## config.mk

```make
export PLATFORM = sky130hd
export DESIGN_NAME = ctrl_pipe
export DESIGN_NICKNAME = d
export VERILOG_FILES = /design/src/rtl/ctrl_pkg.sv /design/src/rtl/ctrl_decode.sv /design/src/rtl/ctrl_pipe.sv
export SDC_FILE = /design/constraint.sdc
export NUM_CORES = 1
export LEC_CHECK = 0
export ABC_AREA = 0
export CORE_MARGIN = 4
export CORE_UTILIZATION = 44
export DETAILED_ROUTE_END_ITERATION = 8
export PLACE_DENSITY = 0.75
export SLEW_MARGIN = 20
export SYNTH_ARGS = -nofsm -noshare
export SYNTH_HDL_FRONTEND = slang
export SYNTH_SLANG_ARGS = --single-unit
```

## constraint.sdc

```tcl
create_clock -name clk -period 3 [get_ports clk]
set_input_delay 0.75 -clock clk [delete_from_list [all_inputs] [get_ports clk]]
set_output_delay 0.75 -clock clk [all_outputs]
set_load 0.02 [all_outputs]
```

## src/rtl/ctrl_pkg.sv

```systemverilog
// Shared opcode, ALU-op and forwarding codes plus the control bundles that
// travel down the ctrl_pipe stage registers.
package ctrl_pkg;

    localparam logic [5:0] OP_RTYPE = 6'b000001;
    localparam logic [5:0] OP_LW    = 6'b100011;
    localparam logic [5:0] OP_SW    = 6'b101011;
    localparam logic [5:0] OP_BEQ   = 6'b000100;
    localparam logic [5:0] OP_J     = 6'b001100;

    localparam logic [1:0] ALUOP_ADD  = 2'b11;
    localparam logic [1:0] ALUOP_SUB  = 2'b01;
    localparam logic [1:0] ALUOP_FUNC = 2'b10;

    localparam logic [1:0] FWD_REG   = 2'b00;
    localparam logic [1:0] FWD_EXMEM = 2'b10;
    localparam logic [1:0] FWD_MEMWB = 2'b01;

    // Everything the ID stage hands to ID/EX; later stages keep only a subset.
    typedef struct packed {
        logic       reg_dst;
        logic       alu_src;
        logic [1:0] alu_op;
        logic       branch;
        logic       mem_read;
        logic       mem_write;
        logic       reg_write;
        logic       mem_to_reg;
    } ex_ctl_t;

    typedef struct packed {
        logic mem_read;
        logic mem_write;
        logic reg_write;
        logic mem_to_reg;
    } mem_ctl_t;

    typedef struct packed {
        logic reg_write;
        logic mem_to_reg;
    } wb_ctl_t;

    // EX/MEM match has priority over MEM/WB: it holds the younger result.
    function automatic logic [1:0] fwd_sel(input logic mem_hit, input logic wb_hit);
        if (mem_hit)     return FWD_EXMEM;
        else if (wb_hit) return FWD_MEMWB;
        else             return FWD_REG;
    endfunction

endpackage

```

## src/rtl/ctrl_decode.sv

```systemverilog
// Combinational opcode decode: control bundle, source-use flags, illegal flag.
module ctrl_decode
    import ctrl_pkg::*;
(
    input  logic       valid,
    input  logic [5:0] opcode,
    output ex_ctl_t    ctl,
    output logic       jump,
    output logic       uses_rs,
    output logic       uses_rt,
    output logic       illegal
);

    always_comb begin
        ctl     = '0;
        jump    = 1'b0;
        uses_rs = 1'b0;
        uses_rt = 1'b0;
        illegal = 1'b0;
        if (valid) begin
            unique case (opcode)
                OP_RTYPE: begin
                    ctl.reg_dst   = 1'b1;
                    ctl.reg_write = 1'b1;
                    ctl.alu_op    = ALUOP_FUNC;
                    uses_rs       = 1'b1;
                    uses_rt       = 1'b1;
                end
                OP_LW: begin
                    ctl.alu_src    = 1'b1;
                    ctl.mem_read   = 1'b1;
                    ctl.reg_write  = 1'b1;
                    ctl.mem_to_reg = 1'b1;
                    ctl.alu_op     = ALUOP_ADD;
                    uses_rs        = 1'b1;
                end
                OP_SW: begin
                    ctl.alu_src   = 1'b1;
                    ctl.mem_write = 1'b1;
                    ctl.alu_op    = ALUOP_ADD;
                    uses_rs       = 1'b1;
                    uses_rt       = 1'b1;
                end
                OP_BEQ: begin
                    ctl.branch = 1'b1;
                    ctl.alu_op = ALUOP_SUB;
                    uses_rs    = 1'b1;
                    uses_rt    = 1'b1;
                end
                OP_J:    jump    = 1'b1;
                default: illegal = 1'b1;
            endcase
        end
    end

endmodule

```

## src/rtl/ctrl_pipe.sv

```systemverilog
// Pipelined control for the 5-stage core: decode, ID/EX..MEM/WB control
// registers, load-use / RAW stall, branch & jump flush, EX forwarding select.
module ctrl_pipe
    import ctrl_pkg::*;
#(
    parameter int RA_W     = 5,
    parameter int ALU_OP_W = 2,
    parameter bit EN_FWD   = 1'b1
) (
    input  logic                clk,
    input  logic                rst,
    input  logic                id_valid,
    input  logic [5:0]          opcode,
    input  logic [RA_W-1:0]     id_rs,
    input  logic [RA_W-1:0]     id_rt,
    input  logic [RA_W-1:0]     id_rd,
    input  logic                br_zero,
    output logic                stall,
    output logic                flush_ifid,
    output logic                pc_src,
    output logic                jump,
    output logic                ex_reg_dst,
    output logic                ex_alu_src,
    output logic [ALU_OP_W-1:0] ex_alu_op,
    output logic                mem_read,
    output logic                mem_write,
    output logic                wb_reg_write,
    output logic                wb_mem_to_reg,
    output logic [RA_W-1:0]     wb_wr_addr,
    output logic [1:0]          fwd_a,
    output logic [1:0]          fwd_b,
    output logic                illegal
);

    ex_ctl_t          dec_ctl, id_ctl;
    logic             dec_jump, dec_uses_rs, dec_uses_rt, dec_illegal;
    logic [RA_W-1:0]  id_dst;

    logic             ex_vld, mem_vld, wb_vld;
    ex_ctl_t          ex_ctl;
    mem_ctl_t         mem_ctl;
    wb_ctl_t          wb_ctl;
    logic [RA_W-1:0]  ex_dst, ex_rs, ex_rt, mem_dst, wb_dst;
    logic             illegal_q;

    ctrl_decode u_dec (
        .valid   (id_valid),
        .opcode  (opcode),
        .ctl     (dec_ctl),
        .jump    (dec_jump),
        .uses_rs (dec_uses_rs),
        .uses_rt (dec_uses_rt),
        .illegal (dec_illegal)
    );

    assign id_dst = dec_ctl.reg_dst ? id_rd : id_rt;

    // A write to r0 is architecturally a no-op; dropping it here keeps r0
    // out of every hazard and forwarding compare downstream.
    always_comb begin
        id_ctl = dec_ctl;
        if (id_dst == '0) id_ctl.reg_write = 1'b0;
    end

    // Stage dst fields are zero unless that stage writes, so a nonzero
    // compare already implies a real register write.
    logic ex_hit, mem_hit, load_use, raw, hazard, id_take;

    assign ex_hit  = ex_dst  != '0 && ((dec_uses_rs && ex_dst  == id_rs) ||
                                       (dec_uses_rt && ex_dst  == id_rt));
    assign mem_hit = mem_dst != '0 && ((dec_uses_rs && mem_dst == id_rs) ||
                                       (dec_uses_rt && mem_dst == id_rt));

    assign load_use = ex_vld && ex_ctl.mem_read && ex_hit;
    assign raw      = (ex_vld && ex_hit) || (mem_vld && mem_hit);
    assign hazard   = id_valid && (EN_FWD ? load_use : raw);

    assign pc_src     = ex_vld && ex_ctl.branch && br_zero;
    assign stall      = hazard && !pc_src;
    assign jump       = id_valid && dec_jump && !stall && !pc_src;
    assign flush_ifid = pc_src || jump;

    // J, illegal opcodes, stalled and squashed instructions all enter EX as bubbles.
    assign id_take = id_valid && !stall && !pc_src && !dec_jump && !dec_illegal;

    always_ff @(posedge clk) begin
        if (rst) begin
            ex_vld    <= 1'b0;
            ex_ctl    <= '0;
            ex_dst    <= '0;
            ex_rs     <= '0;
            ex_rt     <= '0;
            mem_vld   <= 1'b0;
            mem_ctl   <= '0;
            mem_dst   <= '0;
            wb_vld    <= 1'b0;
            wb_ctl    <= '0;
            wb_dst    <= '0;
            illegal_q <= 1'b0;
        end else begin
            if (id_take) begin
                ex_vld <= 1'b1;
                ex_ctl <= id_ctl;
                ex_dst <= id_ctl.reg_write ? id_dst : '0;
                ex_rs  <= dec_uses_rs ? id_rs : '0;
                ex_rt  <= dec_uses_rt ? id_rt : '0;
            end else begin
                ex_vld <= 1'b0;
                ex_ctl <= '0;
                ex_dst <= '0;
                ex_rs  <= '0;
                ex_rt  <= '0;
            end

            mem_vld            <= ex_vld;
            mem_ctl.mem_read   <= ex_ctl.mem_read;
            mem_ctl.mem_write  <= ex_ctl.mem_write;
            mem_ctl.reg_write  <= ex_ctl.reg_write;
            mem_ctl.mem_to_reg <= ex_ctl.mem_to_reg;
            mem_dst            <= ex_dst;

            wb_vld            <= mem_vld;
            wb_ctl.reg_write  <= mem_ctl.reg_write;
            wb_ctl.mem_to_reg <= mem_ctl.mem_to_reg;
            wb_dst            <= mem_dst;

            if (id_valid && dec_illegal && !pc_src) illegal_q <= 1'b1;
        end
    end

    logic mem_fa, mem_fb, wb_fa, wb_fb;

    assign mem_fa = mem_vld && mem_ctl.reg_write && mem_dst != '0 && mem_dst == ex_rs;
    assign mem_fb = mem_vld && mem_ctl.reg_write && mem_dst != '0 && mem_dst == ex_rt;
    assign wb_fa  = wb_vld  && wb_ctl.reg_write  && wb_dst  != '0 && wb_dst  == ex_rs;
    assign wb_fb  = wb_vld  && wb_ctl.reg_write  && wb_dst  != '0 && wb_dst  == ex_rt;

    assign fwd_a = EN_FWD ? fwd_sel(mem_fa, wb_fa) : FWD_REG;
    assign fwd_b = EN_FWD ? fwd_sel(mem_fb, wb_fb) : FWD_REG;

    assign ex_reg_dst    = ex_ctl.reg_dst;
    assign ex_alu_src    = ex_ctl.alu_src;
    assign ex_alu_op     = ALU_OP_W'(ex_ctl.alu_op);
    assign mem_read      = mem_ctl.mem_read;
    assign mem_write     = mem_ctl.mem_write;
    assign wb_reg_write  = wb_ctl.reg_write;
    assign wb_mem_to_reg = wb_ctl.mem_to_reg;
    assign wb_wr_addr    = wb_dst;
    assign illegal       = illegal_q;

endmodule

```

==> out/results.ini, run 1 <==
[yosys]
syn_nets = 220
synth_seq_cells = 42
syn_area_per_cell_um2 = 9.95
synth_edf_count = 0
ys.flop_type = dfxtp_1
synthArstFlopShare_pct = 0
netlist_area_um2 = 1940
ys_warn_count = 0
ys_seq_area_share_pct = 43.4
ys_types = 39
syn_inst = 195

[clock_tree]
cts.sinks = 42
clockRootBuffer = clkbuf_8
h-tree-depth = 2
clockBufferDepth = 2
cts_tree = done
cts_buffers = 5
cts_hold_buffers = 0
path_clk_slew_ps = 80
insertion_delay_ps = 290

[setup_path]
cp.required_ps = 2250
crit_type = input pin to output pin
cp.arrival_ps = 2260
crit_fanout = 2
start_kind = input pin
end_kind = output pin

[final_layout]
drive_above_1_share_pct = 22.0
area_growth_pct = 42.6
fin_nets = 298
diodes = 0

[pwr]
p_leak_nw = 1.19
p_per_area_nw_per_um2 = 369
power_w = 0.00102
peakVddDrop_mv = 0.176

[global_routing]
grt_pass1_wl_um = 7840
grt_max_degree = 25
grt_pass1_vias = 1723
gr-usage-all-layers_pct = 18.9
overflow = 0
grt_antenna_before_repair = 0

[floorplan]
floorplan.rows = 23
io_pins = 47
initial_core_util_pct = 46.8
die_y_um = 74.4
coreArea_um2 = 4140
dieWidth_um = 74.4
die_area_um2 = 5530

[timing]
rsz0062_at_grt = true
timing.final.crit_share_pct = 100
fin_skew_ps = 3.72
fmax_mhz = 333
fin_crit_ps = 3010
worst_pin_slew_ps = 523
drv_slew = 0
setup_viol = 1
hold_viol = 0
layout_setup_ws_ps = -7.17
slew_headroom_pct = 65.0

[placement]
dp_hpwl_um = 3800
portBuffers = 46
place_congestion = 0.884
pre_cts_ws_ps = -860

[detailed_routing]
top_layer = met4
avgViaCountPerCell = 5.33
postRouteAntennaNets = 0
drc_errors = 0
wl_met2_um = 2340
wl_per_cell_um = 15.0
vias = 1722
firstDrtPassIters = 4
first_iter_violations = 95
met1Wirelength_um = 2110
postRouteWirelength_um = 4830
wl_met3_um = 307

[run_status]
status = finished, violations left
violations = negative setup slack

[hold_path]
holdCritPathClass = flop to flop

[run]
maxCapViolations = 0

-- cells by family (layout without fill, tap and decap cells) --
family	Yosys count	after routing	share of synthesized area, %
AND/OR/NAND/NOR	89	89	29.0
buffers and inverters	13	91	4.13
multiplexers	5	5	2.58
flip-flops	42	42	43.4
XOR/XNOR	31	31	14.0
AO/OA/AOI/OAI	15	15	6.97
-- routing by layer --
layer  global-route usage, %  up-vias
li1                        -      855
met1                    22.9      798
met2                    32.6       60
met3                    4.46        9
met4                    6.52        0
met5                       0        -
-- cell usage after synthesis, types with 5 or more instances --
cell	n	area, µm²
nor3_1	11	55.1
buf_4	6	45.0
dfxtp_1	42	841
or4_1	6	45.0
xnor2_1	17	149
nor4_1	10	62.6
nor2b_1	17	106
xor2_1	14	123
nand3_1	9	45.0
mux2i_1	5	50.1
nor4b_1	11	96.3
nand2_1	7	26.3
-- power breakdown --
part	internal, W	switching (W)
Clock	0.000156	0.000185
Sequential	0.000560	0.00000186
Combinational	0.0000678	0.0000493
-- cell type report --
| cell class | instances | area (µm²) |
|---|---|---|
| inverter | 3 | 11.3 |
| clock buffer | 5 | 68.8 |
| timing repair buffer | 81 | 726 |
| sequential | 42 | 841 |
| clock inverter | 2 | 10.0 |
| fill | 372 | 1380 |
| multi-input combinational | 140 | 1050 |
| tap | 50 | 62.6 |
-- layout by cell type, fill, tap and decap left out, drive strengths merged, types with 2 or more instances in the layout --
cell type      instances
a2111oi                3
a21oi                  3
buf                   38
clkbuf                 8
clkdlybuf4s50         34
clkinv                 2
dfxtp                 42
dlymetal6s2s           4
inv                    3
mux2i                  5
nand2                  7
nand3                  9
nor2                   3
nor2b                 17
nor3                  11
nor3b                  3
nor4                  11
nor4b                 11
o211ai                 3
o21ai                  2
or2                    3
or4                    6
xnor2                 17
xor2                  14
-- critical path, stage by stage --
cell	delay, ps
buf_6	90
or4_4	530
or2_4	280
a2111oi_4	310
or2_4	180
buf_6	110
-- worst paths after layout --
check	slack [ps]	end	startpoint	cells after the start
min reg2reg	450	mem_ctl[1]	ex_ctl[1]	1
max	-7	stall	opcode[3]	6
max reg2reg	760	ex_rt[0]	ex_dst[1]	5
min	450	mem_ctl[1]	ex_ctl[1]	1
-- through the flow --
| stage | instance area [µm²] | TNS, ps | utilization [%] | hold WS [ps] | cells |
|---|---|---|---|---|---|
| finish | 2770 | -7.17 | 66.7 | 445 | 323 |
| global route | 2770 | -38.7 | 66.7 | 478 | 323 |
| CTS | 2740 | -273 | 66.1 | 449 | 322 |
| detailed placement | 2660 | -1580 | 64.2 | 430 | 314 |
| global placement | 2660 | -1450 | 64.2 | 417 | 314 |
| floorplan | 1960 | -48.7 | - | 414 | 195 |
-- what timing repair did --
action | 4_1_cts | 5_1_grt
endpoints found under the setup margin | 5 | 5
pin swaps | 3 | 7
buffers inserted | 1 | 1
gates resized for setup | 16 | 23
Power figures use the tool's default switching activity.
==> inputs of run 2 (changes only) <==
--- a/config.mk
+++ b/config.mk
@@ -6,6 +6,7 @@
 export NUM_CORES = 1
 export LEC_CHECK = 0
 export ABC_AREA = 0
+export CORE_ASPECT_RATIO = 0.5
 export CORE_MARGIN = 4
 export CORE_UTILIZATION = 44
 export DETAILED_ROUTE_END_ITERATION = 8
==> out/results.ini, run 2 (synthesis gave the netlist of run 1 again) <==
[run_status]
status = finished, violations left
violations = negative setup slack

[clock_tree]
cts_buffers = 5  ; unchanged
insertion_delay_ps = 290  ; about the same
h-tree-depth = 2  ; unchanged
cts.sinks = 42  ; unchanged
clockBufferDepth = 2  ; unchanged
clockRootBuffer = clkbuf_8
cts_hold_buffers = 0  ; unchanged
cts_tree = done
path_clk_slew_ps = 70  ; about the same

[final_layout]
drive_above_1_share_pct = 22.3  ; +0.37 points
utilization_pct = 68.4  ; +1.7 points
final_cell_mix = dfxtp_1, clkdlybuf4s50_1, buf_4
stdcell_count = 327  ; +1.2%
layout_commonest_cell = dfxtp_1
fin_nets = 297  ; -0.34%
diodes = 0  ; unchanged
area_growth_pct = 43.3

[floorplan]
floorplan.rows = 16  ; -30%
coreArea_um2 = 4060  ; -1.9%
dieWidth_um = 102  ; +37%
die_y_um = 54.9  ; -26%
initial_core_util_pct = 47.7  ; +0.92 points
die_area_um2 = 5600  ; +1.2%
io_pins = 47  ; unchanged

[detailed_routing]
postRouteWirelength_um = 4920  ; +1.8%
drc_errors = 0  ; unchanged
postRouteAntennaNets = 0  ; unchanged
firstDrtPassIters = 4  ; unchanged
vias = 1698  ; -1.4%
avgViaCountPerCell = 5.19  ; -2.6%
first_iter_violations = 80  ; -16%
wl_per_cell_um = 15.0  ; +0.58%

[placement]
dp_hpwl_um = 3870  ; +1.8%
pre_cts_ws_ps = -884  ; -23.4 ps
place_congestion = 0.960  ; +8.6%
portBuffers = 46  ; unchanged
dp_cells = 317  ; +0.96%

[setup_path]
reg2reg_slack_ps = 840  ; +80 ps
crit_fanout = 2  ; unchanged
cp.arrival_ps = 2270  ; about the same
reg2reg_from = ex_dst[1]
end_kind = output pin
cp.required_ps = 2250  ; about the same
start_kind = input pin
crit_type = input pin to output pin
rr_worst_depth = 5  ; unchanged
reg2reg_to = ex_rt[2]

[global_routing]
grt_pass1_vias = 1613  ; -6.4%
grt_max_degree = 25  ; unchanged
grt_pass1_wl_um = 7630  ; -2.6%
grt_antenna_before_repair = 0  ; unchanged
overflow = 0  ; unchanged
gr-usage-all-layers_pct = 18.4  ; -0.51 points

[timing]
drv_slew = 0  ; unchanged
setup_viol = 1  ; unchanged
timing.final.crit_share_pct = 101  ; +0.33 points
hold_viol = 0  ; unchanged
layout_setup_ws_ps = -17.2  ; -10.0 ps
hold_slack_ps = 440  ; -5.93 ps
worst_pin_slew_ps = 494  ; -28.4 ps
fmax_mhz = 331  ; -0.33%
fin_skew_ps = 6.58  ; +2.85 ps
rsz0062_at_grt = true
slew_headroom_pct = 66.9  ; +1.9 points
fin_crit_ps = 3020  ; +10.0 ps
tns_ps = -17.2  ; -10.0 ps

[run]
maxCapViolations = 0  ; unchanged

[hold_path]
hold_depth = 1  ; unchanged
hold_start = ex_ctl[2]
holdCritPathClass = flop to flop
min_to = mem_write

[pwr]
p_leak_nw = 1.18  ; -1.1%
peakVddDrop_mv = 0.185  ; +4.8%
p_per_area_nw_per_um2 = 378  ; +2.5%

==> run 2: cell count changes in the layout (fill, tap and decap cells not counted) <==
cell	change
dlygate4sd2_1	+2
dlymetal6s2s_1	-2
nor4_1	-2
nor4_2	+2
and3_1	+1
and3_4	-1
buf_4	-1
clkbuf_8	+1
clkinv_2	-1
clkinvlp_4	+1
==> run 2: worst max-delay path: stages <==
cell       delay (ps)
buf_6              90
or4_4             540
or2_4             280
a2111oi_4         310
or2_4             180
buf_6             110
==> run 2: how the worst max path moves through the flow <==
stage | cells past startpoint | startpoint | to
CTS | 7 | opcode[2] | stall
global route | 6 | opcode[3] | stall
finish | 6 | opcode[3] | stall
floorplan | 5 | opcode[1] | stall
detailed placement | 6 | opcode[1] | stall
global placement | 6 | opcode[1] | stall
==> run 2: timing repair <==
action	4_1_cts	5_1_grt
hold endpoints to repair	0	0
gates cloned	0	0
buffers inserted	1	1
endpoints found under the setup margin	5	6
pin swaps	4	9
resized for setup	23	15
==> run 2: where the power goes <==
group	switching, W	total (W)	internal, W
clock	0.000187	0.000372	0.000185
sequential	0.00000189	0.000562	0.000560
combinational	0.0000498	0.000117	0.0000671
total	0.000239	0.00105	0.000812
==> run 2: per-stage QoR <==
stage          power, W  area, µm²
3_3_place_gp   0.000688       2660
6_report        0.00105       2780
4_1_cts         0.00106       2750
2_1_floorplan  0.000614       1960
3_5_place_dp   0.000691       2660
5_1_grt         0.00108       2780
==> run 2: layer usage <==
| layer | track usage [%] | part of all wire, % | vias to the layer above |
|---|---|---|---|
| met5 | 0 | 0 | - |
| met2 | 32.8 | 49 | 50 |
| met3 | 3.13 | 6.4 | 4 |
| li1 | - | - | 865 |
| met1 | 22.9 | 44 | 779 |
| met4 | 6.97 | 1.0 | 0 |
==> run 2: layout make-up <==
| type | count | area [µm²] |
|---|---|---|
| inverter | 3 | 11.3 |
| clock inverter | 2 | 12.5 |
| sequential | 42 | 841 |
| tap | 54 | 67.6 |
| multi-input combinational | 140 | 1050 |
| timing repair buffer | 80 | 711 |
| clock buffer | 6 | 82.6 |
| fill | 319 | 1280 |
